==> config.mk <==
export PLATFORM = sky130hd
export DESIGN_NAME = multicycle_control_unit_flat
export DESIGN_NICKNAME = d
export VERILOG_FILES = /design/src/rtl/rv_ctrl_pkg.sv /design/src/rtl/multicycle_control_unit_if.sv /design/src/rtl/rv_decoder.sv /design/src/rtl/multicycle_control_unit.sv /design/src/flat_wrapper.sv
export SDC_FILE = /design/constraint.sdc
export NUM_CORES = 1
export LEC_CHECK = 0
export ABC_AREA = 1
export ABC_CLOCK_PERIOD_IN_PS = 1800
export BUFFER_PORTS_ARGS = -buffer_cell sky130_fd_sc_hd__buf_2
export CELL_PAD_IN_SITES_DETAIL_PLACEMENT = 1
export CELL_PAD_IN_SITES_GLOBAL_PLACEMENT = 1
export CORE_MARGIN = 5
export CORE_UTILIZATION = 34
export CTS_CLUSTER_SIZE = 12
export DETAILED_ROUTE_END_ITERATION = 10
export PLACE_DENSITY = 0.89
export SLEW_MARGIN = 20
export SYNTH_ARGS = -nofsm -noshare
export SYNTH_HDL_FRONTEND = slang
export SYNTH_SLANG_ARGS = --single-unit
==> constraint.sdc <==
create_clock -name clk -period 1.8 [get_ports clk]
set_input_delay 0.09 -clock clk [delete_from_list [all_inputs] [get_ports clk]]
set_output_delay 0.09 -clock clk [all_outputs]
set_load 0.01 [all_outputs]
==> src/rtl/rv_ctrl_pkg.sv <==
// Shared encodings for the multicycle RV32I control unit: opcodes, mux selects,
// trap causes, instruction classes and the FSM state type.
package rv_ctrl_pkg;

  localparam logic [6:0] OpR      = 7'b0110011;
  localparam logic [6:0] OpImm    = 7'b0010011;
  localparam logic [6:0] OpLoad   = 7'b0000011;
  localparam logic [6:0] OpStore  = 7'b0100011;
  localparam logic [6:0] OpBranch = 7'b1100011;
  localparam logic [6:0] OpJal    = 7'b1101111;
  localparam logic [6:0] OpJalr   = 7'b1100111;
  localparam logic [6:0] OpLui    = 7'b0110111;
  localparam logic [6:0] OpAuipc  = 7'b0010111;

  localparam logic [6:0] Funct7M = 7'b0000001;
  localparam logic [4:0] AluAdd  = 5'b00000;

  localparam logic [2:0] ImmI = 3'b000;
  localparam logic [2:0] ImmS = 3'b001;
  localparam logic [2:0] ImmB = 3'b010;
  localparam logic [2:0] ImmU = 3'b011;
  localparam logic [2:0] ImmJ = 3'b100;

  localparam logic [1:0] WbAlu = 2'b00;
  localparam logic [1:0] WbDm  = 2'b01;
  localparam logic [1:0] WbPc4 = 2'b10;
  localparam logic [1:0] WbMul = 2'b11;

  localparam logic [1:0] PcPlus4 = 2'b00;
  localparam logic [1:0] PcAlu   = 2'b01;
  localparam logic [1:0] PcTrap  = 2'b11;

  localparam logic [1:0] CauseNone      = 2'b00;
  localparam logic [1:0] CauseIllegal   = 2'b01;
  localparam logic [1:0] CauseImTimeout = 2'b10;
  localparam logic [1:0] CauseDmTimeout = 2'b11;

  typedef enum logic [2:0] {
    ClsAlu,
    ClsLoad,
    ClsStore,
    ClsBranch,
    ClsJump,
    ClsMul
  } instr_class_e;

  typedef enum logic [2:0] {
    StFetch,
    StDecode,
    StExec,
    StMulWait,
    StMem,
    StWb,
    StTrap
  } state_t;

endpackage

==> src/rtl/multicycle_control_unit_if.sv <==
// Handshake and datapath-control bundle between the control unit (master)
// and the memories / multiplier / datapath (slave).
interface multicycle_control_unit_if;
  logic [31:0] im_rdata;
  logic        im_valid;
  logic        im_req;
  logic        dm_valid;
  logic        dm_req;
  logic        DMWr;
  logic [2:0]  DMCtrl;
  logic        mul_done;
  logic        mul_start;
  logic        ir_wr;
  logic        pc_wr;
  logic [1:0]  pc_src;
  logic [2:0]  ImmSrc;
  logic        ALUASrc;
  logic        ALUBSrc;
  logic [4:0]  ALUOp;
  logic [1:0]  RUDataWrSrc;
  logic        RUWr;
  logic        BrOp;
  logic        trap;
  logic [1:0]  trap_cause;
  logic        busy;

  modport master (
    input  im_rdata, im_valid, dm_valid, mul_done,
    output im_req, dm_req, DMWr, DMCtrl, mul_start, ir_wr, pc_wr, pc_src, ImmSrc,
           ALUASrc, ALUBSrc, ALUOp, RUDataWrSrc, RUWr, BrOp, trap, trap_cause, busy
  );

  modport slave (
    output im_rdata, im_valid, dm_valid, mul_done,
    input  im_req, dm_req, DMWr, DMCtrl, mul_start, ir_wr, pc_wr, pc_src, ImmSrc,
           ALUASrc, ALUBSrc, ALUOp, RUDataWrSrc, RUWr, BrOp, trap, trap_cause, busy
  );
endinterface

==> src/rtl/rv_decoder.sv <==
// Combinational RV32I(+M) decoder: maps the latched IR to immediate format,
// ALU operand/operation selects, access size, instruction class and legality.
module rv_decoder
  import rv_ctrl_pkg::*;
#(
  parameter bit ENABLE_M = 1'b1
) (
  input  logic [31:0]  ir,
  output logic [2:0]   imm_src,
  output logic         alu_a_src,
  output logic         alu_b_src,
  output logic [4:0]   alu_op,
  output logic [2:0]   dm_ctrl,
  output instr_class_e instr_class,
  output logic         illegal
);

  logic [6:0] opcode;
  logic [2:0] funct3;
  logic [6:0] funct7;
  logic       is_m;
  logic       unused_ir;

  assign opcode    = ir[6:0];
  assign funct3    = ir[14:12];
  assign funct7    = ir[31:25];
  assign is_m      = (funct7 == Funct7M);
  assign dm_ctrl   = funct3;
  assign unused_ir = ^{ir[24:15], ir[11:7]};

  // Per-opcode control table; anything not listed is illegal
  always_comb begin
    imm_src     = ImmI;
    alu_a_src   = 1'b0;
    alu_b_src   = 1'b1;
    alu_op      = AluAdd;
    instr_class = ClsAlu;
    illegal     = 1'b0;
    case (opcode)
      OpR: begin
        alu_b_src = 1'b0;
        if (is_m) begin
          if (ENABLE_M) begin
            instr_class = ClsMul;
            alu_op      = {1'b1, funct7[5], funct3};
          end else begin
            illegal = 1'b1;
          end
        end else begin
          alu_op = {1'b0, funct7[5], funct3};
        end
      end
      // Only SRAI borrows ir[30]; for the rest it is immediate data
      OpImm:    alu_op = {1'b0, (funct3 == 3'b101) & funct7[5], funct3};
      OpLoad:   instr_class = ClsLoad;
      OpStore: begin
        imm_src     = ImmS;
        instr_class = ClsStore;
      end
      OpBranch: begin
        imm_src     = ImmB;
        alu_a_src   = 1'b1;
        instr_class = ClsBranch;
      end
      OpJal: begin
        imm_src     = ImmJ;
        alu_a_src   = 1'b1;
        instr_class = ClsJump;
      end
      OpJalr:   instr_class = ClsJump;
      // U-format with A=rs1 marks LUI; the datapath zeroes operand A for it
      OpLui:    imm_src = ImmU;
      OpAuipc: begin
        imm_src   = ImmU;
        alu_a_src = 1'b1;
      end
      default:  illegal = 1'b1;
    endcase
  end

endmodule

==> src/rtl/multicycle_control_unit.sv <==
// Multicycle RV32I control FSM: fetch, decode, execute, memory and writeback
// sequencing with memory-timeout and illegal-instruction traps.
module multicycle_control_unit
  import rv_ctrl_pkg::*;
#(
  parameter bit          ENABLE_M    = 1'b1,
  parameter int unsigned MEM_TIMEOUT = 16,
  parameter int unsigned TO_W        = $clog2(MEM_TIMEOUT + 1)
) (
  input logic                       clk,
  input logic                       rst_n,
  multicycle_control_unit_if.master bus
);

  localparam logic [TO_W-1:0] TimeoutMax = TO_W'(MEM_TIMEOUT);

  state_t          state_q;
  logic [TO_W-1:0] cnt_q;
  logic [31:0]     ir_q;
  logic [1:0]      cause_q;

  logic [2:0]   imm_src;
  logic         alu_a_src;
  logic         alu_b_src;
  logic [4:0]   alu_op;
  logic [2:0]   dm_ctrl;
  instr_class_e instr_class;
  logic         illegal;
  logic         cnt_hit;

  assign cnt_hit = (cnt_q == TimeoutMax);

  rv_decoder #(
    .ENABLE_M (ENABLE_M)
  ) u_decoder (
    .ir          (ir_q),
    .imm_src     (imm_src),
    .alu_a_src   (alu_a_src),
    .alu_b_src   (alu_b_src),
    .alu_op      (alu_op),
    .dm_ctrl     (dm_ctrl),
    .instr_class (instr_class),
    .illegal     (illegal)
  );

  // State sequencing, wait-cycle counter, IR copy and pending trap cause
  always_ff @(posedge clk or negedge rst_n) begin
    if (!rst_n) begin
      state_q <= StFetch;
      cnt_q   <= '0;
      ir_q    <= '0;
      cause_q <= CauseNone;
    end else begin
      unique case (state_q)
        StFetch: begin
          // A response on the final allowed cycle still wins over the timeout
          if (bus.im_valid) begin
            ir_q    <= bus.im_rdata;
            cnt_q   <= '0;
            state_q <= StDecode;
          end else if (cnt_hit) begin
            cnt_q   <= '0;
            cause_q <= CauseImTimeout;
            state_q <= StTrap;
          end else begin
            cnt_q <= cnt_q + 1'b1;
          end
        end
        StDecode: begin
          if (illegal) begin
            cause_q <= CauseIllegal;
            state_q <= StTrap;
          end else begin
            state_q <= StExec;
          end
        end
        StExec: begin
          case (instr_class)
            ClsLoad, ClsStore:  state_q <= StMem;
            ClsBranch, ClsJump: state_q <= StFetch;
            ClsMul:             state_q <= StMulWait;
            default:            state_q <= StWb;
          endcase
        end
        StMulWait: begin
          if (bus.mul_done) state_q <= StWb;
        end
        StMem: begin
          if (bus.dm_valid) begin
            cnt_q   <= '0;
            state_q <= (instr_class == ClsLoad) ? StWb : StFetch;
          end else if (cnt_hit) begin
            cnt_q   <= '0;
            cause_q <= CauseDmTimeout;
            state_q <= StTrap;
          end else begin
            cnt_q <= cnt_q + 1'b1;
          end
        end
        StWb:    state_q <= StFetch;
        StTrap:  state_q <= StFetch;
        default: state_q <= StFetch;
      endcase
    end
  end

  // Control outputs from state and latched IR; held at defaults while in reset
  always_comb begin
    bus.im_req      = 1'b0;
    bus.dm_req      = 1'b0;
    bus.DMWr        = 1'b0;
    bus.DMCtrl      = 3'b000;
    bus.mul_start   = 1'b0;
    bus.ir_wr       = 1'b0;
    bus.pc_wr       = 1'b0;
    bus.pc_src      = PcPlus4;
    bus.ImmSrc      = ImmI;
    bus.ALUASrc     = 1'b0;
    bus.ALUBSrc     = 1'b0;
    bus.ALUOp       = AluAdd;
    bus.RUDataWrSrc = WbAlu;
    bus.RUWr        = 1'b0;
    bus.BrOp        = 1'b0;
    bus.trap        = 1'b0;
    bus.trap_cause  = CauseNone;
    bus.busy        = 1'b0;
    if (rst_n) begin
      bus.busy = (state_q != StFetch);
      // Keep ALU/memory selects stable from execute through writeback
      if (state_q inside {StExec, StMulWait, StMem, StWb}) begin
        bus.ImmSrc  = imm_src;
        bus.ALUASrc = alu_a_src;
        bus.ALUBSrc = alu_b_src;
        bus.ALUOp   = alu_op;
        bus.DMCtrl  = dm_ctrl;
      end
      unique case (state_q)
        StFetch: begin
          bus.im_req = 1'b1;
          bus.ir_wr  = bus.im_valid;
          bus.pc_wr  = bus.im_valid;
        end
        StExec: begin
          case (instr_class)
            ClsBranch: begin
              bus.BrOp   = 1'b1;
              bus.pc_wr  = 1'b1;
              bus.pc_src = PcAlu;
            end
            ClsJump: begin
              bus.pc_wr       = 1'b1;
              bus.pc_src      = PcAlu;
              bus.RUWr        = 1'b1;
              bus.RUDataWrSrc = WbPc4;
            end
            ClsMul:  bus.mul_start = 1'b1;
            default: ;
          endcase
        end
        StMem: begin
          bus.dm_req = 1'b1;
          bus.DMWr   = (instr_class == ClsStore);
        end
        StWb: begin
          bus.RUWr = 1'b1;
          if (instr_class == ClsLoad)     bus.RUDataWrSrc = WbDm;
          else if (instr_class == ClsMul) bus.RUDataWrSrc = WbMul;
          else                            bus.RUDataWrSrc = WbAlu;
        end
        StTrap: begin
          bus.trap       = 1'b1;
          bus.pc_wr      = 1'b1;
          bus.pc_src     = PcTrap;
          bus.trap_cause = cause_q;
        end
        default: ;
      endcase
    end
  end

endmodule

==> src/flat_wrapper.sv <==
// flat-port wrapper written by rule: the top's interface ports become plain ports
module multicycle_control_unit_flat import rv_ctrl_pkg::*;
#(
  parameter bit          ENABLE_M    = 1'b1,
  parameter int unsigned MEM_TIMEOUT = 16,
  parameter int unsigned TO_W        = $clog2(MEM_TIMEOUT + 1)
)
  (clk, rst_n, bus_im_rdata, bus_im_valid, bus_dm_valid, bus_mul_done, bus_im_req, bus_dm_req, bus_DMWr, bus_DMCtrl, bus_mul_start, bus_ir_wr, bus_pc_wr, bus_pc_src, bus_ImmSrc, bus_ALUASrc, bus_ALUBSrc, bus_ALUOp, bus_RUDataWrSrc, bus_RUWr, bus_BrOp, bus_trap, bus_trap_cause, bus_busy);
  multicycle_control_unit_if bus_i ();
  input logic clk;
  input logic rst_n;
  input wire logic [$bits(bus_i.im_rdata)-1:0] bus_im_rdata;
  input wire logic [$bits(bus_i.im_valid)-1:0] bus_im_valid;
  input wire logic [$bits(bus_i.dm_valid)-1:0] bus_dm_valid;
  input wire logic [$bits(bus_i.mul_done)-1:0] bus_mul_done;
  output wire logic [$bits(bus_i.im_req)-1:0] bus_im_req;
  output wire logic [$bits(bus_i.dm_req)-1:0] bus_dm_req;
  output wire logic [$bits(bus_i.DMWr)-1:0] bus_DMWr;
  output wire logic [$bits(bus_i.DMCtrl)-1:0] bus_DMCtrl;
  output wire logic [$bits(bus_i.mul_start)-1:0] bus_mul_start;
  output wire logic [$bits(bus_i.ir_wr)-1:0] bus_ir_wr;
  output wire logic [$bits(bus_i.pc_wr)-1:0] bus_pc_wr;
  output wire logic [$bits(bus_i.pc_src)-1:0] bus_pc_src;
  output wire logic [$bits(bus_i.ImmSrc)-1:0] bus_ImmSrc;
  output wire logic [$bits(bus_i.ALUASrc)-1:0] bus_ALUASrc;
  output wire logic [$bits(bus_i.ALUBSrc)-1:0] bus_ALUBSrc;
  output wire logic [$bits(bus_i.ALUOp)-1:0] bus_ALUOp;
  output wire logic [$bits(bus_i.RUDataWrSrc)-1:0] bus_RUDataWrSrc;
  output wire logic [$bits(bus_i.RUWr)-1:0] bus_RUWr;
  output wire logic [$bits(bus_i.BrOp)-1:0] bus_BrOp;
  output wire logic [$bits(bus_i.trap)-1:0] bus_trap;
  output wire logic [$bits(bus_i.trap_cause)-1:0] bus_trap_cause;
  output wire logic [$bits(bus_i.busy)-1:0] bus_busy;
  assign bus_i.im_rdata = bus_im_rdata;
  assign bus_i.im_valid = bus_im_valid;
  assign bus_i.dm_valid = bus_dm_valid;
  assign bus_i.mul_done = bus_mul_done;
  assign bus_im_req = bus_i.im_req;
  assign bus_dm_req = bus_i.dm_req;
  assign bus_DMWr = bus_i.DMWr;
  assign bus_DMCtrl = bus_i.DMCtrl;
  assign bus_mul_start = bus_i.mul_start;
  assign bus_ir_wr = bus_i.ir_wr;
  assign bus_pc_wr = bus_i.pc_wr;
  assign bus_pc_src = bus_i.pc_src;
  assign bus_ImmSrc = bus_i.ImmSrc;
  assign bus_ALUASrc = bus_i.ALUASrc;
  assign bus_ALUBSrc = bus_i.ALUBSrc;
  assign bus_ALUOp = bus_i.ALUOp;
  assign bus_RUDataWrSrc = bus_i.RUDataWrSrc;
  assign bus_RUWr = bus_i.RUWr;
  assign bus_BrOp = bus_i.BrOp;
  assign bus_trap = bus_i.trap;
  assign bus_trap_cause = bus_i.trap_cause;
  assign bus_busy = bus_i.busy;
  multicycle_control_unit #(.ENABLE_M(ENABLE_M), .MEM_TIMEOUT(MEM_TIMEOUT), .TO_W(TO_W)) u_core (.clk(clk), .rst_n(rst_n), .bus(bus_i));
endmodule
* After elaboration in Yosys (flattened, before gate mapping)
Cells that the tools add are included.
** Word-level totals
- Bits of input ports :: 37
- ROM bits :: 0
- Bits in latches :: 0
- Logic and storage cells :: 116
- Memories kept :: 0
- Output and inout bits :: 29
- Memory bits (writable) :: 0
- Flip-flop bits (word level) :: 42
** Operators by class
- Equal/unequal tests :: 29
- Bitwise logic cells :: 1
- $lt $le $gt $ge :: 0
- Div/mod/pow operators :: 0
- Multipliers :: 0
- Add/sub/neg operators :: 1
- Multiplexer cells :: 68
- Reductions and logical operators :: 13
- Shift-type cells :: 0
** Operator list (number)
- $mux 3 :: 11
- $mux 5 :: 6
- $pmux 3 s5 :: 2
- $mux 1 :: 28
- $mux 2 :: 12
- $eq 7x6->1 const B :: 3
- $eq 7x7->1 const B :: 3
- $pmux 5 s2 :: 2
- $eq 3x3->1 const B :: 6
- $eq 7x5->1 const B :: 2
- $eq 3x2->1 const B :: 4
- $pmux 3 s4 :: 1
- $pmux 3 s3 :: 1
- $reduce_or 9->1 :: 1
- $ne 2x2->1 const B :: 4
- $pmux 2 s2 :: 2
- $reduce_or 2->1 :: 4
- $eq 7x1->1 const B :: 1
- $eq 7x2->1 const B :: 1
- $eq 3x1->1 const B :: 2
- $pmux 2 s3 :: 1
- $reduce_and 6->1 :: 1
- $reduce_bool 3->1 :: 2
- $add 5x1->5 const B :: 1
- other kinds (10) :: 11

* Logic depth before layout (Yosys ltp)
Gate-level depths: netlist of the first run.
- Depth in word-level cells :: 8
- Mapped depth :: 10
- Mapped depth without buffers :: 10

* Hierarchy
Synthesis of the first run repeated with hierarchy kept, for this count alone.
** Second synthesis, totals
- Cell total of the unflattened synthesis :: 356
- Area total of the unflattened synthesis :: 2466.1 µm²
** Modules (own cells, without submodules)
- multicycle_control_unit :: times used 1, cells each 299, sequential area each 1051.0 µm², area an instance 2185.8 µm²
- rv_decoder :: times used 1, cells each 57, sequential area each 0.0 µm², area an instance 280.3 µm²

* Worst setup path after synthesis of the first run
OpenSTA, ideal clock, no wires.
- Path kind :: register -> output
- Start point :: reg u_core.state_q[2]
- End point :: out bus_ALUASrc
- Cell stages (with the launch flop) :: 8
- Arrival :: 1342 ps
- Path buffers :: 0
- Path slack :: 368 ps
- Required time :: 1710 ps
- Cell sequence :: dfrtp_1 inv_2 nand2_1 nand2_1 nand2_1 nor4_1 a21oi_1 inv_1
** Between the ends
- Word-level cells in the longest chain between the ends :: 4
- Elaborated cells between the ends (all ways) :: 7
- Those cells by class :: 4 x eq/ne; 2 x mux; 1 x reduce/logical
** RTL lines
- start: declaration :: line multicycle_control_unit.sv:17 : state_t state_q;
- start signal: assignment :: line multicycle_control_unit.sv:49 : state_q <= StFetch;
- start signal: assignment :: line multicycle_control_unit.sv:60 : state_q <= StDecode;
- start signal: assignment :: line multicycle_control_unit.sv:64 : state_q <= StTrap;
- $eq 3x2->1 / $eq 3x3->1 (equally long branches) :: line multicycle_control_unit.sv:130 : if (state_q inside {StExec, StMulWait, StMem, StWb}) begin
- $reduce_bool 4->1 (*) :: line multicycle_control_unit.sv:130
- $mux 1 (*) :: line multicycle_control_unit.sv:130
- $mux 1 (*) :: line multicycle_control_unit.sv:127 : if (rst_n) begin
- end: declaration :: line flat_wrapper.sv:25 : output wire logic [$bits(bus_i.ALUASrc)-1:0] bus_ALUASrc;
Every way passes the cells marked *; elsewhere a longest branch is shown, timed or not.

* Final worst setup path of the first run
- Start point :: reg u_core.ir_q[2]
- End point :: out bus_RUDataWrSrc[0]
** Between the ends
- Word-level cells in the longest chain between the ends :: 8
- Elaborated cells between the ends (all ways) :: 14
- Those cells by class :: 8 x eq/ne; 5 x mux; 1 x reduce/logical
** RTL lines
- start: declaration :: line multicycle_control_unit.sv:19 : logic [31:0] ir_q;
- start signal: assignment :: line multicycle_control_unit.sv:58 : ir_q <= bus.im_rdata;
- $eq 7x7->1 :: line rv_decoder.sv:39 : case (opcode)
- $reduce_or 2->1 (no line)
- $pmux 3 s5 (*) :: line rv_decoder.sv:39
- $eq 3x3->1 :: line multicycle_control_unit.sv:167 : else if (instr_class == ClsMul) bus.RUDataWrSrc = WbMul;
- $mux 2 :: line multicycle_control_unit.sv:167
- $mux 2 (*) :: line multicycle_control_unit.sv:166 : if (instr_class == ClsLoad) bus.RUDataWrSrc = WbDm;
- $pmux 2 s2 (*) :: line multicycle_control_unit.sv:137 : unique case (state_q)
- $mux 2 (*) :: line multicycle_control_unit.sv:127
- end: declaration :: line flat_wrapper.sv:28 : output wire logic [$bits(bus_i.RUDataWrSrc)-1:0] bus_RUDataWrSrc;
Marks and branches as above.

==> results of run 1 <==
## per-layer routing
layer | global-route usage [%] | vias up | part of all wire, %
met5 | 0 | - | 0
li1 | - | 848 | -
met3 | 1.97 | 9 | 5.3
met2 | 28.3 | 58 | 51
met4 | 4.98 | 0 | 2.1
met1 | 21.0 | 845 | 42
## worst max-delay path by stage
stage	end	slack, ns	cells after the start
after floorplan	bus_ALUASrc	0.37	7
after global placement	u_core.cause_q[1]$_DFFE_PN0P_	0.26	9
after detailed placement	bus_RUDataWrSrc[0]	0.18	7
after CTS	bus_pc_src[0]	-0.02	7
after global routing	bus_ALUASrc	-0.1	9
final	bus_RUDataWrSrc[0]	0.05	7
## registers in the layout, summed over array words and instances (netlist names)
name            cells
u_core.ir_q        17
u_core.cnt_q        5
u_core.state_q      3
u_core.cause_q      2
## logic make-up after synthesis
logic type	Yosys count	synth area share, %
and+or+nand+nor	127	32.0
adders and majority gates	2	1.43
buffers and inverters	35	9.66
DFF	27	38.7
AOI/OAI and AO/OA	22	9.02
muxes	9	7.73
xor gates and xnor gates	3	1.50
## power breakdown
group	internal (W)	switching, W	leakage [nW]
Sequential	0.000890	0.000273	0.316
Combinational	0.000774	0.00118	0.871
Clock	0.000156	0.000207	0.0255
Total	0.00182	0.00166	1.21
## layout by cell type, fill, tap and decap left out, drive strengths merged
cell type and count:
a21oi 14, and3 1, buf 65, clkbuf 3, clkinv 3, dfrtp 27
dlygate4sd3 1, ha 2, inv 27, mux2 9, nand2 38, nand3 15
nand4 3, nor2 62, nor3 7, nor4 2, o21ai 7, o21bai 1
xnor2 2, xor2 1
## layout make-up
class | count | area [sq um] | share of cell area (%)
sequential | 27 | 683 | 29.1
clock buffer | 3 | 41.3 | 1.76
inverter | 29 | 121 | 5.16
clock inverter | 1 | 5.00 | 0.213
timing repair buffer | 66 | 370 | 15.8
multi-input combinational | 164 | 1040 | 44.3
tap | 70 | 87.6 | 3.73
## worst max-delay path, cell delays in order, from the launching register on
cell and delay (ns):
dfrtp_2 0.46, nor2_4 0.14, nand2_4 0.11, nor2_4 0.13, nand2_2 0.11, nand3_2 0.12, and3_1 0.17, buf_2 0.13
## stage by stage
step | total power [W] | instance area (sq um) | setup WS (ns) | hold WS (ns)
2_1_floorplan | 0.00232 | 1750 | 0.368 | -0.206
3_3_place_gp | 0.00259 | 2050 | 0.256 | 0.0534
3_5_place_dp | 0.00269 | 2050 | 0.181 | 0.0564
4_1_cts | 0.00310 | 2140 | -0.0245 | 0.0293
5_1_grt | 0.00374 | 2350 | -0.0967 | 0.0183
6_report | 0.00348 | 2350 | 0.0467 | -0.0317
## what timing repair did
item | 4_1_cts | 5_1_grt
buffers inserted | 0 | 11
gates cloned | 0 | 1
hold buffers | 2 | 0
endpoints found under the setup margin | 11 | 19
resized for setup | 9 | 36
hold endpoints to repair | 27 | 0
pin swaps | 0 | 7
==> reports/metrics.yaml, run 1 <==
cells_and_area:
  n_fill_cell: 641
  fin_util_pct: 46.6
  n_antenna_cell: 0
  syn_to_final_growth_pct: 34.5
  final_cell_count_no_fill: 360
  fin_nets: 330
  drive_gt1_share_pct: 46.2
placed_design:
  placed_cells: 342
  dpl.hpwl_um: 3950
  io_buffers: 50
  gp_congestion: 0.857
critical_path:
  crit_fanout: 5
  required_ns: 1.71
  worstSetupPathType: "flop to primary output"
  r2r-start: "u_core.state_q[1]$_DFFE_PN0P_"
  worst_setup_path_start_kind: "flop"
  cp.arrival_ns: 1.66
  end_kind: "primary output"
  crit_path_start: "u_core.ir_q[2]$_DFFE_PN0P_"
  r2r-end: "u_core.cause_q[0]$_DFFE_PN0P_"
  rrSetupSlack_ns: 0.23
  reg2regPathDepth: 10
timing:
  min_period_ns: 1.75
  min_period_over_period_pct: 97.4
  max_freq_mhz: 570
  fin_worst_skew_ns: 0.00820
  rsz0062_at_grt: "true"
  finalSetupViolations: 0
  finalHoldViolations: 21
  fin_hold_ws_ns: -0.0317
  finalSetupTns_ns: 0
  slew_violations: 0
  relSlewSlack_pct: 66.7
  tightestPinTransition_ns: 0.499
detailed_routing:
  vias: 1760
  routedWlPerCell_um: 16.4
  drtAntennaViolNets: 0
  via_per_inst: 4.89
  dr.pass1.iters: 4
  wirelength_um: 5910
  drtIter0Drc: 86
  post-route-drc-count: 0
clocking:
  cts_tree: "yes"
  clk_pin_slew_ns: 0.10
  htree_levels: 1
  cts_sinks: 27
  root_buffer: "clkbuf_8"
  cts_inserted_buffers: 3
  clk_latency_ns: 0.29
  cts_max_path_buffers: 2
logic_synthesis:
  synthFlopType: "dfrtp_1"
  netlist_area_sq_um: 1750
  synth_top_area_share_pct: 38.7
  synth-async-reset-ratio_pct: 100
  ys_warn_count: 0
  synth_fp_nets: 264
  synth_edf_count: 0
  synth_area_leaders: "dfrtp_1 (39%), nor2_1 (13%), mux2_4 (7.7%), nand2_1 (6.9%), inv_1 (5.4%)"
  yosysUniqueCellTypes: 29
  synth-seq-cells: 27
  yosysMostFrequentCell: "nor2_1"
  synth_top_cells_by_count: "nor2_1 (59), nand2_1 (32), dfrtp_1 (27)"
  yosysSeqAreaShare_pct: 38.7
  syn_inst: 225
  yosysTopAreaCell: "dfrtp_1"
  synth_area_per_cell_sq_um: 7.77
die:
  die_area_sq_um: 6670
  core-area_sq_um: 5040
  num_rows: 26
  die_w_um: 81.7
  boundaryPins: 66
  die_height_um: 81.7
  start_util_pct: 34.7
power:
  power_density_nw_per_um2: 1480
  power_leakage_nw: 1.21
  vdd_drop_max_mv: 0.605
global_routing:
  grt_pass1_wl_um: 8490
  grt_use_total_pct: 16.3
  grt_overflow_total: 0
  grt_pass1_vias: 1792
  grt_start_max_net_pins: 30
  grt_antenna_before_repair: 0
min_path:
  min_path_type: "primary input to asynchronous set/reset pin"
run:
  cap_violations: 0
status:
  violations: "negative hold slack"
  outcome: "complete, but fails checks"
(Power assumes the default switching activity.)
==> inputs of run 2 (changes only) <==
--- a/config.mk
+++ b/config.mk
@@ -14,6 +14,7 @@
 export CORE_UTILIZATION = 34
 export CTS_CLUSTER_SIZE = 12
 export DETAILED_ROUTE_END_ITERATION = 10
+export MAX_ROUTING_LAYER = met4
 export PLACE_DENSITY = 0.89
 export SLEW_MARGIN = 20
 export SYNTH_ARGS = -nofsm -noshare
==> reports/metrics.yaml, run 2 (synthesis gave the netlist of run 1 again) <==
detailed_routing:
  via_per_inst: 4.97
  drtIter0Drc: 88
  dr.pass1.iters: 4
  wirelength_um: 5630
  routedWlPerCell_um: 15.6
  post-route-drc-count: 0
  drtAntennaViolNets: 0
  vias: 1788
global_routing:
  grt_pass1_vias: 1811
  grt_pass1_wl_um: 8550
  grt_antenna_before_repair: 0
  grt_overflow_total: 0
  grt_use_total_pct: 17.2
  grt_start_max_net_pins: 30
clocking:
  clk_pin_slew_ns: 0.10
  cts_sinks: 27
  cts_tree: "yes"
  cts_max_path_buffers: 2
  htree_levels: 1
  cts_inserted_buffers: 3
  clk_latency_ns: 0.27
  root_buffer: "clkbuf_8"
min_path:
  min_from: "bus_im_rdata[5]"
  min_path_type: "primary input to flop"
die:
  num_rows: 26
  die_area_sq_um: 6670
  die_height_um: 81.7
  die_w_um: 81.7
  boundaryPins: 66
  start_util_pct: 34.7
  core-area_sq_um: 5040
timing:
  fin_hold_ws_ns: 0.0364
  slew_violations: 0
  max_freq_mhz: 572
  fin_worst_skew_ns: 0.00724
  tightestPinTransition_ns: 0.390
  finalHoldViolations: 0
  rsz0062_at_grt: "true"
  min_period_ns: 1.75
  min_period_over_period_pct: 97.2
  finalSetupTns_ns: 0
  finalSetupViolations: 0
  relSlewSlack_pct: 73.8
critical_path:
  end_kind: "primary output"
  required_ns: 1.71
  worst_setup_path_start_kind: "flop"
  crit_fanout: 6
  cp.arrival_ns: 1.66
  worstSetupPathType: "flop to primary output"
  r2r-start: "u_core.state_q[1]$_DFFE_PN0P_"
  crit_path_start: "u_core.ir_q[5]$_DFFE_PN0P_"
placed_design:
  dpl.hpwl_um: 4000
  io_buffers: 50
  gp_congestion: 0.865
cells_and_area:
  largest_reg_flops: 17
  fin_nets: 330
  most-common-layout-cells: "nor2_1 (51), buf_2 (50), nand2_1 (28)"
  final_common_cell: "nor2_1"
  regMostFlops: "u_core.ir_q"
  syn_to_final_growth_pct: 31.9
  drive_gt1_share_pct: 44.5
  n_antenna_cell: 0
  reg.largest.list: "u_core.ir_q: 17 flops, u_core.cnt_q: 5 flops, u_core.state_q: 3 flops"
run:
  cap_violations: 0
power:
  vdd_drop_max_mv: 0.747
  power_leakage_nw: 1.20
  power_density_nw_per_um2: 1470
status:
  outcome: "finished clean"
-- run 2: cell count changes in the layout (fill, tap and decap cells not counted), sizes merged --
cell   delta
nand2     -1
buf       +1
-- run 2: per-stage QoR --
stage | util (%) | worst slack (ns) | power [W] | area [sq um] | instances
floorplan | - | 0.368 | 0.00232 | 1750 | 225
global placement | 40.6 | 0.254 | 0.00260 | 2050 | 342
detailed placement | 40.6 | 0.223 | 0.00269 | 2050 | 342
CTS | 42.8 | 0.00175 | 0.00316 | 2160 | 349
global route | 45.7 | -0.0507 | 0.00365 | 2300 | 360
finish | 45.7 | 0.0512 | 0.00338 | 2300 | 360
-- run 2: worst max-delay path, stage by stage, from the launching register on --
cell and delay [ns]:
dfrtp_2 0.47, nor2_1 0.23, nand4_1 0.22, nand3_2 0.17, and3_1 0.16, buf_2 0.13
-- run 2: layout make-up --
class                      instances  area [sq um]
fill                             641          2740
multi-input combinational        163           993
sequential                        27           683
timing repair buffer              67           380
inverter                          29           114
tap                               70          87.6
clock buffer                       3          41.3
clock inverter                     1          5.00
-- run 2: layer usage --
layer	GRT usage (%)	vias to the layer above	part of all wire, %
li1	-	844	-
met3	2.08	10	4.1
met1	20.4	879	42
met4	4.32	0	2.1
met2	30.8	55	52
met5	-	-	0
-- run 2: worst paths after layout --
check	depth (start not counted)	slack [ns]	to
max	5	0.05	bus_RUDataWrSrc[0]
min	2	0.04	u_core.ir_q[5]$_DFFE_PN0P_
max reg2reg	10	0.22	u_core.state_q[1]$_DFFE_PN0P_
min reg2reg	2	0.50	u_core.cause_q[1]$_DFFE_PN0P_
max in group asynchronous	3	1.14	u_core.ir_q[2]$_DFFE_PN0P_
min in group asynchronous	3	0.35	u_core.ir_q[6]$_DFFE_PN0P_
-- run 2: repair_timing --
item / CTS / global route
hold buffers: 1 / 0
pin swaps: 2 / 8
resized for setup: 12 / 23
buffers inserted: 2 / 11
setup endpoints to repair: 9 / 17
hold endpoints to repair: 27 / 0
gates cloned: 0 / 0
-- run 2: power by group --
group / internal [W] / switching (W) / total [W]
combinational: 0.000759 / 0.00113 / 0.00189
clock: 0.000155 / 0.000199 / 0.000354
sequential: 0.000890 / 0.000252 / 0.00114
